### src/rtl/apb_mailbox.sv
// ---------------------------------------------------------------------------
// apb_mailbox
// APB completer that exchanges 32-bit words between software and an external
// valid/ready stream agent. APB writes to TXDATA feed the TX FIFO, which is
// drained by the stream consumer. The stream producer fills the RX FIFO, which
// software drains through RXDATA. Status and a maskable level interrupt are
// provided.
//
// Ports
//   HCLK, HRESETn            clock, asynchronous active-low reset
//   PADDR/PWDATA/PWRITE/
//   PSEL/PENABLE             APB request (only PADDR[4:2] decoded)
//   PRDATA/PREADY/PSLVERR    APB response (zero wait states)
//   tx_valid_o/tx_data_o/
//   tx_ready_i               TX stream out (head of TX FIFO)
//   rx_valid_i/rx_data_i/
//   rx_ready_o               RX stream in (into RX FIFO)
//   irq_o                    level interrupt
//
// Register map (PADDR[4:2])
//   0 TXDATA W   1 RXDATA R   2 STATUS R   3 IRQ_EN RW[2:0]   4 CLEAR W
// ---------------------------------------------------------------------------
module apb_mailbox #(
   parameter int APB_ADDR_WIDTH = 12,
   parameter int BUFFER_DEPTH   = 8
) (
   input  logic                      HCLK,
   input  logic                      HRESETn,
   input  logic [APB_ADDR_WIDTH-1:0] PADDR,
   input  logic [31:0]               PWDATA,
   input  logic                      PWRITE,
   input  logic                      PSEL,
   input  logic                      PENABLE,
   output logic [31:0]               PRDATA,
   output logic                      PREADY,
   output logic                      PSLVERR,
   output logic                      tx_valid_o,
   output logic [31:0]               tx_data_o,
   input  logic                      tx_ready_i,
   input  logic                      rx_valid_i,
   input  logic [31:0]               rx_data_i,
   output logic                      rx_ready_o,
   output logic                      irq_o
);

   localparam int PW = $clog2(BUFFER_DEPTH);
   localparam int CW = PW + 1;
   localparam logic [CW-1:0] FULL_CNT = CW'(BUFFER_DEPTH);

   // storage is deliberately not reset; heads are masked while empty
   logic [31:0]   tx_mem [BUFFER_DEPTH];
   logic [31:0]   rx_mem [BUFFER_DEPTH];
   logic [PW-1:0] tx_wr_ptr, tx_rd_ptr, rx_wr_ptr, rx_rd_ptr;
   logic [CW-1:0] tx_count, rx_count;
   logic          err;
   logic [2:0]    irq_en;

   logic          tx_full, tx_empty, rx_full, rx_empty;
   logic          acc, wr_acc, rd_acc;
   logic [2:0]    idx;
   logic          tx_wr, tx_push, tx_err, tx_pop, tx_flush;
   logic          rx_rd, rx_pop, rx_err, rx_push, rx_flush;
   logic          clr_hit, err_clr, irq_wr;
   logic [31:0]   rx_head;
   logic [31:0]   status;
   logic          unused_paddr;

   assign tx_full  = (tx_count == FULL_CNT);
   assign tx_empty = (tx_count == '0);
   assign rx_full  = (rx_count == FULL_CNT);
   assign rx_empty = (rx_count == '0);

   assign acc    = PSEL & PENABLE;
   assign wr_acc = acc & PWRITE;
   assign rd_acc = acc & ~PWRITE;
   assign idx    = PADDR[4:2];
   assign unused_paddr = ^{PADDR[APB_ADDR_WIDTH-1:5], PADDR[1:0]};

   // error checks use the full/empty state from before this edge
   assign tx_wr   = wr_acc && (idx == 3'd0);
   assign tx_push = tx_wr & ~tx_full;
   assign tx_err  = tx_wr & tx_full;
   assign rx_rd   = rd_acc && (idx == 3'd1);
   assign rx_pop  = rx_rd & ~rx_empty;
   assign rx_err  = rx_rd & rx_empty;
   assign irq_wr  = wr_acc && (idx == 3'd3);
   assign clr_hit = wr_acc && (idx == 3'd4);
   assign tx_flush = clr_hit & PWDATA[0];
   assign rx_flush = clr_hit & PWDATA[1];
   assign err_clr  = clr_hit & PWDATA[2];

   assign tx_pop  = tx_valid_o & tx_ready_i;
   assign rx_push = rx_valid_i & rx_ready_o;

   // TX FIFO control; a flush overrides any push/pop in the same cycle
   always_ff @(posedge HCLK or negedge HRESETn) begin
      if (!HRESETn) begin
         tx_wr_ptr <= '0;
         tx_rd_ptr <= '0;
         tx_count  <= '0;
      end else if (tx_flush) begin
         tx_wr_ptr <= '0;
         tx_rd_ptr <= '0;
         tx_count  <= '0;
      end else begin
         if (tx_push) tx_wr_ptr <= tx_wr_ptr + PW'(1);
         if (tx_pop)  tx_rd_ptr <= tx_rd_ptr + PW'(1);
         tx_count <= tx_count + CW'(tx_push) - CW'(tx_pop);
      end
   end

   // RX FIFO control
   always_ff @(posedge HCLK or negedge HRESETn) begin
      if (!HRESETn) begin
         rx_wr_ptr <= '0;
         rx_rd_ptr <= '0;
         rx_count  <= '0;
      end else if (rx_flush) begin
         rx_wr_ptr <= '0;
         rx_rd_ptr <= '0;
         rx_count  <= '0;
      end else begin
         if (rx_push) rx_wr_ptr <= rx_wr_ptr + PW'(1);
         if (rx_pop)  rx_rd_ptr <= rx_rd_ptr + PW'(1);
         rx_count <= rx_count + CW'(rx_push) - CW'(rx_pop);
      end
   end

   always_ff @(posedge HCLK) begin
      if (tx_push & ~tx_flush) tx_mem[tx_wr_ptr] <= PWDATA;
      if (rx_push & ~rx_flush) rx_mem[rx_wr_ptr] <= rx_data_i;
   end

   // sticky error: a new error in the same cycle as a clear wins
   always_ff @(posedge HCLK or negedge HRESETn) begin
      if (!HRESETn) begin
         err    <= 1'b0;
         irq_en <= 3'd0;
      end else begin
         if (tx_err | rx_err) err <= 1'b1;
         else if (err_clr)    err <= 1'b0;
         if (irq_wr) irq_en <= PWDATA[2:0];
      end
   end

   assign tx_valid_o = ~tx_empty;
   assign tx_data_o  = tx_empty ? 32'd0 : tx_mem[tx_rd_ptr];
   assign rx_ready_o = ~rx_full;
   assign rx_head    = rx_empty ? 32'd0 : rx_mem[rx_rd_ptr];

   assign status = {8'd0, 8'(rx_count), 8'(tx_count), 3'd0,
                    err, rx_empty, rx_full, tx_empty, tx_full};

   always_comb begin
      PRDATA = 32'd0;
      if (rd_acc) begin
         case (idx)
            3'd1:    PRDATA = rx_head;
            3'd2:    PRDATA = status;
            3'd3:    PRDATA = {29'd0, irq_en};
            default: PRDATA = 32'd0;
         endcase
      end
   end

   assign PSLVERR = tx_err | rx_err;
   assign PREADY  = 1'b1;
   assign irq_o   = |(irq_en & {err, ~rx_empty, tx_empty});

endmodule

### config.mk
export PLATFORM = sky130hd
export DESIGN_NAME = apb_mailbox
export DESIGN_NICKNAME = d
export VERILOG_FILES = /design/src/rtl/apb_mailbox.sv
export SDC_FILE = /design/constraint.sdc
export NUM_CORES = 1
export LEC_CHECK = 0
export CAP_MARGIN = 30
export CORE_UTILIZATION = 35
export CTS_CLUSTER_DIAMETER = 80
export DETAILED_ROUTE_END_ITERATION = 10
export SETUP_SLACK_MARGIN = 0.4
export SLEW_MARGIN = 20
export SYNTH_ARGS = -nofsm -noshare
export SYNTH_HDL_FRONTEND = slang
export SYNTH_SLANG_ARGS = --single-unit
### constraint.sdc
create_clock -name HCLK -period 5.1 [get_ports HCLK]
set_input_delay 0.765 -clock HCLK [delete_from_list [all_inputs] [get_ports HCLK]]
set_output_delay 0.765 -clock HCLK [all_outputs]
set_load 0.05 [all_outputs]
[Word-level counts from Yosys, hierarchy flattened]
Memories as Yosys holds them, arrays and structs flattened.
Index checks and enable logic that the tools add are counted.
Storage, ports and cells
  word-level logic and storage cells: 80
  bits in writable memories: 512
  register bits: 24
  memories kept: 2
Cells by class
  mux-type cells: 20
  bitwise gates (word level): 23
  $add $sub $neg: 8
  reduce and logical (&&, ||, !) cells: 13
  eq/ne operators: 6
Memory list
  rx_mem: depth 8, bits a word 32, rd ports 1, clocked after memory_dff 0, write ports 1, line 52  | logic [31:0] rx_mem [BUFFER_DEPTH];
  tx_mem: depth 8, bits a word 32, rd ports 1, clocked after memory_dff 0, write ports 1, line 51  | logic [31:0] tx_mem [BUFFER_DEPTH];
Operator list (count)
  $mux W32: 3
  $pmux W32 S3: 1
  $mux W3: 8
  $and A1 B1 Y1: 14
  $add A3 B1 Y3 const B: 4
  $reduce_bool A2 Y1: 5
  $add A4 B1 Y4: 2
  $eq A4 B4 Y1 const B: 2
  $logic_not A4 Y1: 2
  $mux W4: 2
  $sub A4 B1 Y4: 2
  $not A1 Y1: 7
  $eq A3 B2 Y1 const B: 2
  $mux W1: 6
  $logic_and A1 B1 Y1: 4
  $and A3 B3 Y3: 1
  $eq A3 B1 Y1 const B: 1
  $eq A3 B3 Y1 const B: 1
  $logic_not A3 Y1: 1
  $reduce_or A3 Y1: 1
  $or A1 B1 Y1: 1

[Depth between registers and ports, before layout]
Gate-level depths: netlist (run 1).
  depth after elaboration: 8
  depth in mapped cells: 13

[Least setup slack after synthesis (run 1)]
OpenSTA, ideal clock, no wires.
  path type: input-to-reg
  start point: input port PADDR[2]
  end point: memory tx_mem[0][0], enable pin
  setup slack: 0.071 ns
  data required time: 4.599 ns
  arrival: 4.527 ns
  cell stages on the path: 5
  buffers on the path: 1
  cell sequence: buf_4 nor2b_1 and3_1 inv_2 nor4_1
On the way
  longest elaborated chain between the ends: 7
Ends and longest elaborated chain
  start: declaration: line 29  | input logic [APB_ADDR_WIDTH-1:0] PADDR,
  $eq A3 B3 Y1: line 87  | assign clr_hit = wr_acc && (idx == 3'd4);
  $logic_and A1 B1 Y1: line 87
  $and A1 B1 Y1: line 88  | assign tx_flush = clr_hit & PWDATA[0];
  $not A1 Y1: line 130  | if (tx_push & ~tx_flush) tx_mem[tx_wr_ptr] <= PWDATA;
  $and A1 B1 Y1 (*): line 130
  $mux W1 (*): line 130
  $mux W1 (implied by the code) (*): line 130
  end: declaration: line 51
Every way passes the cells marked *; elsewhere a longest branch is shown, timed or not.

[Final worst setup path (run 1)]
  start point: register rx_rd_ptr[1]
  end point: output port PRDATA[2]
On the way
  longest elaborated chain between the ends: 4
Ends and longest elaborated chain
  start: declaration: line 53  | logic [PW-1:0] tx_wr_ptr, tx_rd_ptr, rx_wr_ptr, rx_rd_ptr;
  start signal: assignment: line 124  | if (rx_pop) rx_rd_ptr <= rx_rd_ptr + PW'(1);
  $mem_v2 Z8 W32
  $mux W32: line 149  | assign rx_head = rx_empty ? 32'd0 : rx_mem[rx_rd_ptr];
  $pmux W32 S3: line 157  | case (idx)
  $mux W32: line 156  | if (rd_acc) begin
  end: declaration: line 34  | output logic [31:0] PRDATA,
No other way between the ends.

==> results of run 1 <==
metrics by stage:
step           setup slack, ps  area (um2)  power [uW]
2_1_floorplan            926.3       21160        8456
3_3_place_gp              1006       23580        9592
3_5_place_dp              1033       23580        9651
4_1_cts                  699.2       25300       13510
5_1_grt                  606.7       25300       13900
6_report                 847.3       25300       13290
worst max-delay path: stages, from the launching register on:
cell,delay [ps]
dfrtp_4,850
buf_4,430
mux4_2,550
mux2i_1,170
o22ai_1,100
clkdlybuf4s50_1,780
sequential cells by signal, summed over array words and instances, names as in the netlist:
name and count:
tx_wr_ptr 3, rx_mem 256, tx_rd_ptr 3, tx_count 4, rx_wr_ptr 3, rx_rd_ptr 3
rx_count 4, err 1, irq_en 3, tx_mem 256
power by group through the flow:
stage | logic [uW] | registers (uW) | clock network [uW]
4_1_cts | 3870 | 5700 | 3940
5_1_grt | 4060 | 5740 | 4090
3_3_place_gp | 3820 | 5770 | 0
6_report | 3780 | 5670 | 3850
2_1_floorplan | 3030 | 5430 | 0
3_5_place_dp | 3860 | 5790 | 0
area by class of cell:
cell class	count	area, um2
flip-flops and latches	536	15990
clock buffers	65	1414
clock inverters	31	301.5
fillers	5186	34050
repair buffers	173	1677
well taps	773	967.2
multi-input cells	392	4892
inverters	14	52.55
diodes	1	2.502
cell usage in the layout (no fill, tap or decap), types with 4 or more instances in the layout:
cell type | Yosys | routed
a21o_1 | 4 | 4
a21oi_1 | 6 | 6
buf_4 | 7 | 30
bufinv_16 | 0 | 6
clkbuf_1 | 10 | 10
clkbuf_16 | 0 | 55
clkdlybuf4s50_1 | 0 | 141
clkinv_1 | 0 | 13
clkinv_2 | 0 | 8
dfrtp_1 | 24 | 18
dfrtp_4 | 0 | 4
edfxtp_1 | 512 | 512
ha_1 | 16 | 16
inv_1 | 11 | 11
mux2i_1 | 68 | 68
mux4_1 | 5 | 5
mux4_2 | 123 | 123
nand2_1 | 19 | 19
nand2b_1 | 6 | 6
nor2_1 | 76 | 67
nor2_4 | 0 | 9
nor2b_1 | 8 | 8
nor3_2 | 3 | 5
o21ai_1 | 10 | 10
xnor2_1 | 6 | 6
kinds of logic after synthesis:
group / Yosys count
AO/OA/AOI/OAI: 26
other: 1
multiplexers: 199
adder cells (fa/ha/maj): 18
flip-flops: 536
XOR/XNOR: 9
AND/OR/NAND/NOR: 139
buffers and inverters: 62
layer usage:
layer | vias up | GRT usage (%)
met2 | 180 | 24.65
met4 | 4 | 3.988
met1 | 5092 | 18.13
met3 | 65 | 3.049
met5 | - | 0
li1 | 4399 | -
path summary, 6_finish.rpt:
check	to	start	cells past startpoint
hold / removal	err$_DFFE_PN0P_	err$_DFFE_PN0P_	1
min in group asynchronous	rx_count[1]$_DFF_PN0_	HRESETn	2
hold reg to reg	err$_DFFE_PN0P_	err$_DFFE_PN0P_	1
max in group asynchronous	tx_rd_ptr[0]$_DFFE_PN0P_	HRESETn	2
setup / recovery	PRDATA[2]	rx_rd_ptr[1]$_DFFE_PN0P_	5
setup reg to reg	rx_count[2]$_DFF_PN0_	rx_count[2]$_DFF_PN0_	12
==> results.cfg, run 1 <==
[run_status]
outcome = finished, final reports clean

[sta]
slew_viol_final = 0
hold_slack_ps = 534.5
rsz0062_at_grt = false
fin_skew_ps = 15.67
final_hold_viol_count = 0
worst_pin_slew_ps = 854.8
relSlewSlack_pct = 43.01
fin_setup_tns_ps = 0
setup_viol = 0
fin_crit_sh_pct = 83.39
period_minus_slack_ps = 4253
fmax_mhz = 235.1

[clocking]
clock-sinks = 536
clkLatencyLatePin_ps = 590
clkTransAtPathRegs_ps = 60
cts_made_buffers = 54
cts_tree = yes
clk_path_buf_depth = 3
post_cts_buffers = 0
cts_root_buf = clkbuf_16
hold_buffers = 0
cts_max_level = 2
cts_resized = 0

[route]
antenna_left = 0
met2_length_mm = 21.84
wl_met3_mm = 1.905
wl_per_cell_um = 21.70
drt-initial-drc-count = 471
vias = 9740
dr.max_layer_used = met5
drc_errors = 0
first_pass_iters = 5
wirelength_mm = 43.07
viasPerCell = 4.907
met1_length_mm = 18.50

[floorplan]
chipHeight_um = 247.8
num_io_pins = 152
core_area_mm2 = 0.05935
rows = 89
start_util_pct = 35.63
die_w_um = 247.8
dieArea_mm2 = 0.06142

[yosys]
ys_types = 50
synth.top_cells.by_count = edfxtp_1 (512), mux4_2 (123), nor2_1 (76)
synthAdderAreaFrac_pct = 1.136
synth-compound-area-share_pct = 0.7276
synth_top_family_by_area = multiplexers
syn_inst = 990
yosys.area_share.simple_pct = 3.236
avgSynthCellArea_um2 = 21.36
synth_enable_flop_cells = 512
synthXorXnorAreaFrac_pct = 0.3727
yosysSeqAreaShare_pct = 75.53
synth_top_cell_by_area = edfxtp_1
synth_top_area_share_pct = 72.69
ys.flop_type = edfxtp_1
synth_most_common_cell = edfxtp_1
muxShareOfSynthArea_pct = 17.10
synth_area_leaders = edfxtp_1 (73%), mux4_2 (13%), mux2i_1 (3.2%), dfrtp_1 (2.8%), nor2_1 (1.3%)
syn_area_mm2 = 0.02115
synthesis.nets = 1091
ys_seq_elements = 536
synth-async-reset-ratio_pct = 4.478
yosysWarnings = 0

[setup_path]
rrSetupSlack_ps = 2020
cp-end-kind = output port
worstPathRequired_ps = 4340
critical_path_peak_fanout = 36
cp-start-kind = flip-flop
path_class = reg2out
cp.arrival_ps = 3490

[pwr]
seqPwrFrac_pct = 42.6
clkPwrFrac_pct = 28.9
p_leak_uw = 0.008113
power_density_mw_per_mm2 = 525.4
switchingPower_uw = 4109
ir_drop_uv = 338.2
combPwrFrac_pct = 28.4
p_int_uw = 9183
netSwitchingFraction_pct = 30.91

[placed_design]
dp_cells = 1888
place_hpwl_mm = 25.18
gp_congestion = 0.7020
portBuffers = 141

[grt]
grt_pass1_wl_mm = 65.00
grt.total_usage_pct = 14.30
grt_overflow = 0
grt_start_max_net_pins = 57
antenna_found_initial = 3
grt_pass1_vias = 10510

[layout]
final_core_util_pct = 42.63
fin_cells = 1985
area_growth_syn_to_layout_pct = 19.62
fin_nets = 1272
drive_gt1_share_pct = 21.39

[flow_run]
cap_violations = 0

[worst_hold_path]
hp-class = reg2reg
No activity file was read; power rests on OpenSTA's default activity.
==> run 2, diff against run 1 <==
Clock period 5.1 ns to 4.2 ns, I/O delays scaled along.
==> results.cfg, run 2 (synthesis gave the netlist of run 1 again) <==
[sta]
fmax_mhz = 273.6
relSlewSlack_pct = 48.22
fin_skew_ps = 17.79
fin_crit_sh_pct = 87.01
worst_pin_slew_ps = 776.7
fin_setup_tns_ps = 0
hold_slack_ps = 283.8
final_hold_viol_count = 0
slew_viol_final = 0
setup_viol = 0
period_minus_slack_ps = 3654
rsz0062_at_grt = false

[pwr]
switchingPower_uw = 5012
power_density_mw_per_mm2 = 639.1
clkPwrFrac_pct = 28.9
netSwitchingFraction_pct = 30.84
p_int_uw = 11240
combPwrFrac_pct = 29.4
ir_drop_uv = 553.8
seqPwrFrac_pct = 41.7
p_leak_uw = 0.008251

[clocking]
post_cts_buffers = 0
cts_made_buffers = 54
hold_buffers = 0
clkTransAtPathRegs_ps = 60
cts_root_buf = clkbuf_16
clock-sinks = 536
clkLatencyLatePin_ps = 590
cts_max_level = 2
cts_tree = yes
clk_path_buf_depth = 3

[route]
antenna_left = 0
wl_per_cell_um = 21.85
viasPerCell = 4.967
drt-initial-drc-count = 567
drc_errors = 0
first_pass_iters = 5
vias = 9864
wirelength_mm = 43.40

[grt]
grtUsageMet1_pct = 18.47
grt_pass1_wl_mm = 66.01
met2_usage_pct = 24.58
grt_pass1_vias = 10730
grt_overflow = 0
antenna_found_initial = 7
grt_start_max_net_pins = 42
grt.total_usage_pct = 14.49
top_usage_layer = met2
use_met3_pct = 3.493

[setup_path]
cp-end-kind = output port
critical-path-top-delay-family = buffers and inverters
cp-start-kind = flip-flop
path_class = reg2out
critical_path_peak_fanout = 17
crit_slowest_cell = clkdlybuf4s50_1
critPathBufInv = 2
worstPathRequired_ps = 3570
cp_slowest_stage_delay_ps = 710
worstPathCellList = buf_12, mux4_2, mux2i_1, nor2_1, clkdlybuf4s50_1
cp.arrival_ps = 3020

[layout]
drive_gt1_share_pct = 24.09
fin_nets = 1274
layout_common_cells = edfxtp_1 (512), mux4_2 (123), clkdlybuf4s50_1 (107)
top_regs = rx_mem: 256 flops, tx_mem: 256 flops
final_common_cell = edfxtp_1
final_core_util_pct = 42.84
final_cell_area_mm2 = 0.02543
area_growth_syn_to_layout_pct = 20.22

[floorplan]
dieArea_mm2 = 0.06142
rows = 89
start_util_pct = 35.63
die_w_um = 247.8
chipHeight_um = 247.8
num_io_pins = 152
core_area_mm2 = 0.05935

[flow_run]
cap_violations = 0

[placed_design]
gp_congestion = 0.7020
place_hpwl_mm = 24.55
dpl-instance-area_mm2 = 0.02368
portBuffers = 141

[worst_hold_path]
hp-class = in2async

[run_status]
outcome = finished, final reports clean
## run 2: changes by cell type in the layout (fill, tap and decap cells not counted), sizes merged
cell and delta:
buf +34, clkbuf +1, clkdlybuf4s50 -34, dlymetal6s2s +2, inv -2
## run 2: final cells by class
type                       instances  area, um2
clock inverter                    29      311.5
fill                            5120      33930
clock buffer                      66       1418
inverter                          14      52.55
sequential                       536      15990
antenna                            1      2.502
multi-input combinational        392       4898
timing repair buffer             175       1787
tap                              773      967.2
## run 2: power groups by stage
| stage | registers, uW | clock network, uW | logic (uW) |
|---|---|---|---|
| 2_1_floorplan | 6590 | 0 | 3680 |
| 3_3_place_gp | 6880 | 0 | 4860 |
| 3_5_place_dp | 6900 | 0 | 4890 |
| 4_1_cts | 6790 | 4840 | 4900 |
| 5_1_grt | 6840 | 5030 | 5160 |
| 6_report | 6770 | 4690 | 4790 |
## run 2: repair_timing
| action | 4_1_cts | 5_1_grt |
|---|---|---|
| setup endpoints to repair | 0 | 2 |
| hold endpoints to repair | 0 | 0 |
| gates resized for setup | 0 | 2 |
## run 2: final timing paths
check	start	end	slack (ps)	depth (start not counted)
max in group asynchronous	HRESETn	rx_rd_ptr[1]$_DFFE_PN0P_	3490	2
hold reg to reg	err$_DFFE_PN0P_	err$_DFFE_PN0P_	530	1
setup reg to reg	tx_count[2]$_DFF_PN0_	tx_count[2]$_DFF_PN0_	1330	11
hold / removal	HRESETn	rx_count[1]$_DFF_PN0_	280	1
setup / recovery	tx_rd_ptr[0]$_DFFE_PN0P_	tx_data_o[4]	550	5
min in group HCLK	err$_DFFE_PN0P_	err$_DFFE_PN0P_	530	1
## run 2: per-stage QoR
step                power [uW]  setup WS, ps  instances
global placement         11740         761.9       1889
detailed placement       11790         720.2       1889
global route             17030         401.6       1985
CTS                      16530         427.6       1984
finish                   16250         545.6       1986
floorplan                10270         165.4        990
## run 2: metal layers
| layer | wire [um] | vias up |
|---|---|---|
| met4 | 960 | 12 |
| met2 | 21730 | 206 |
| li1 | - | 4411 |
| met5 | 80 | - |
| met1 | 18170 | 5158 |
| met3 | 2454 | 77 |
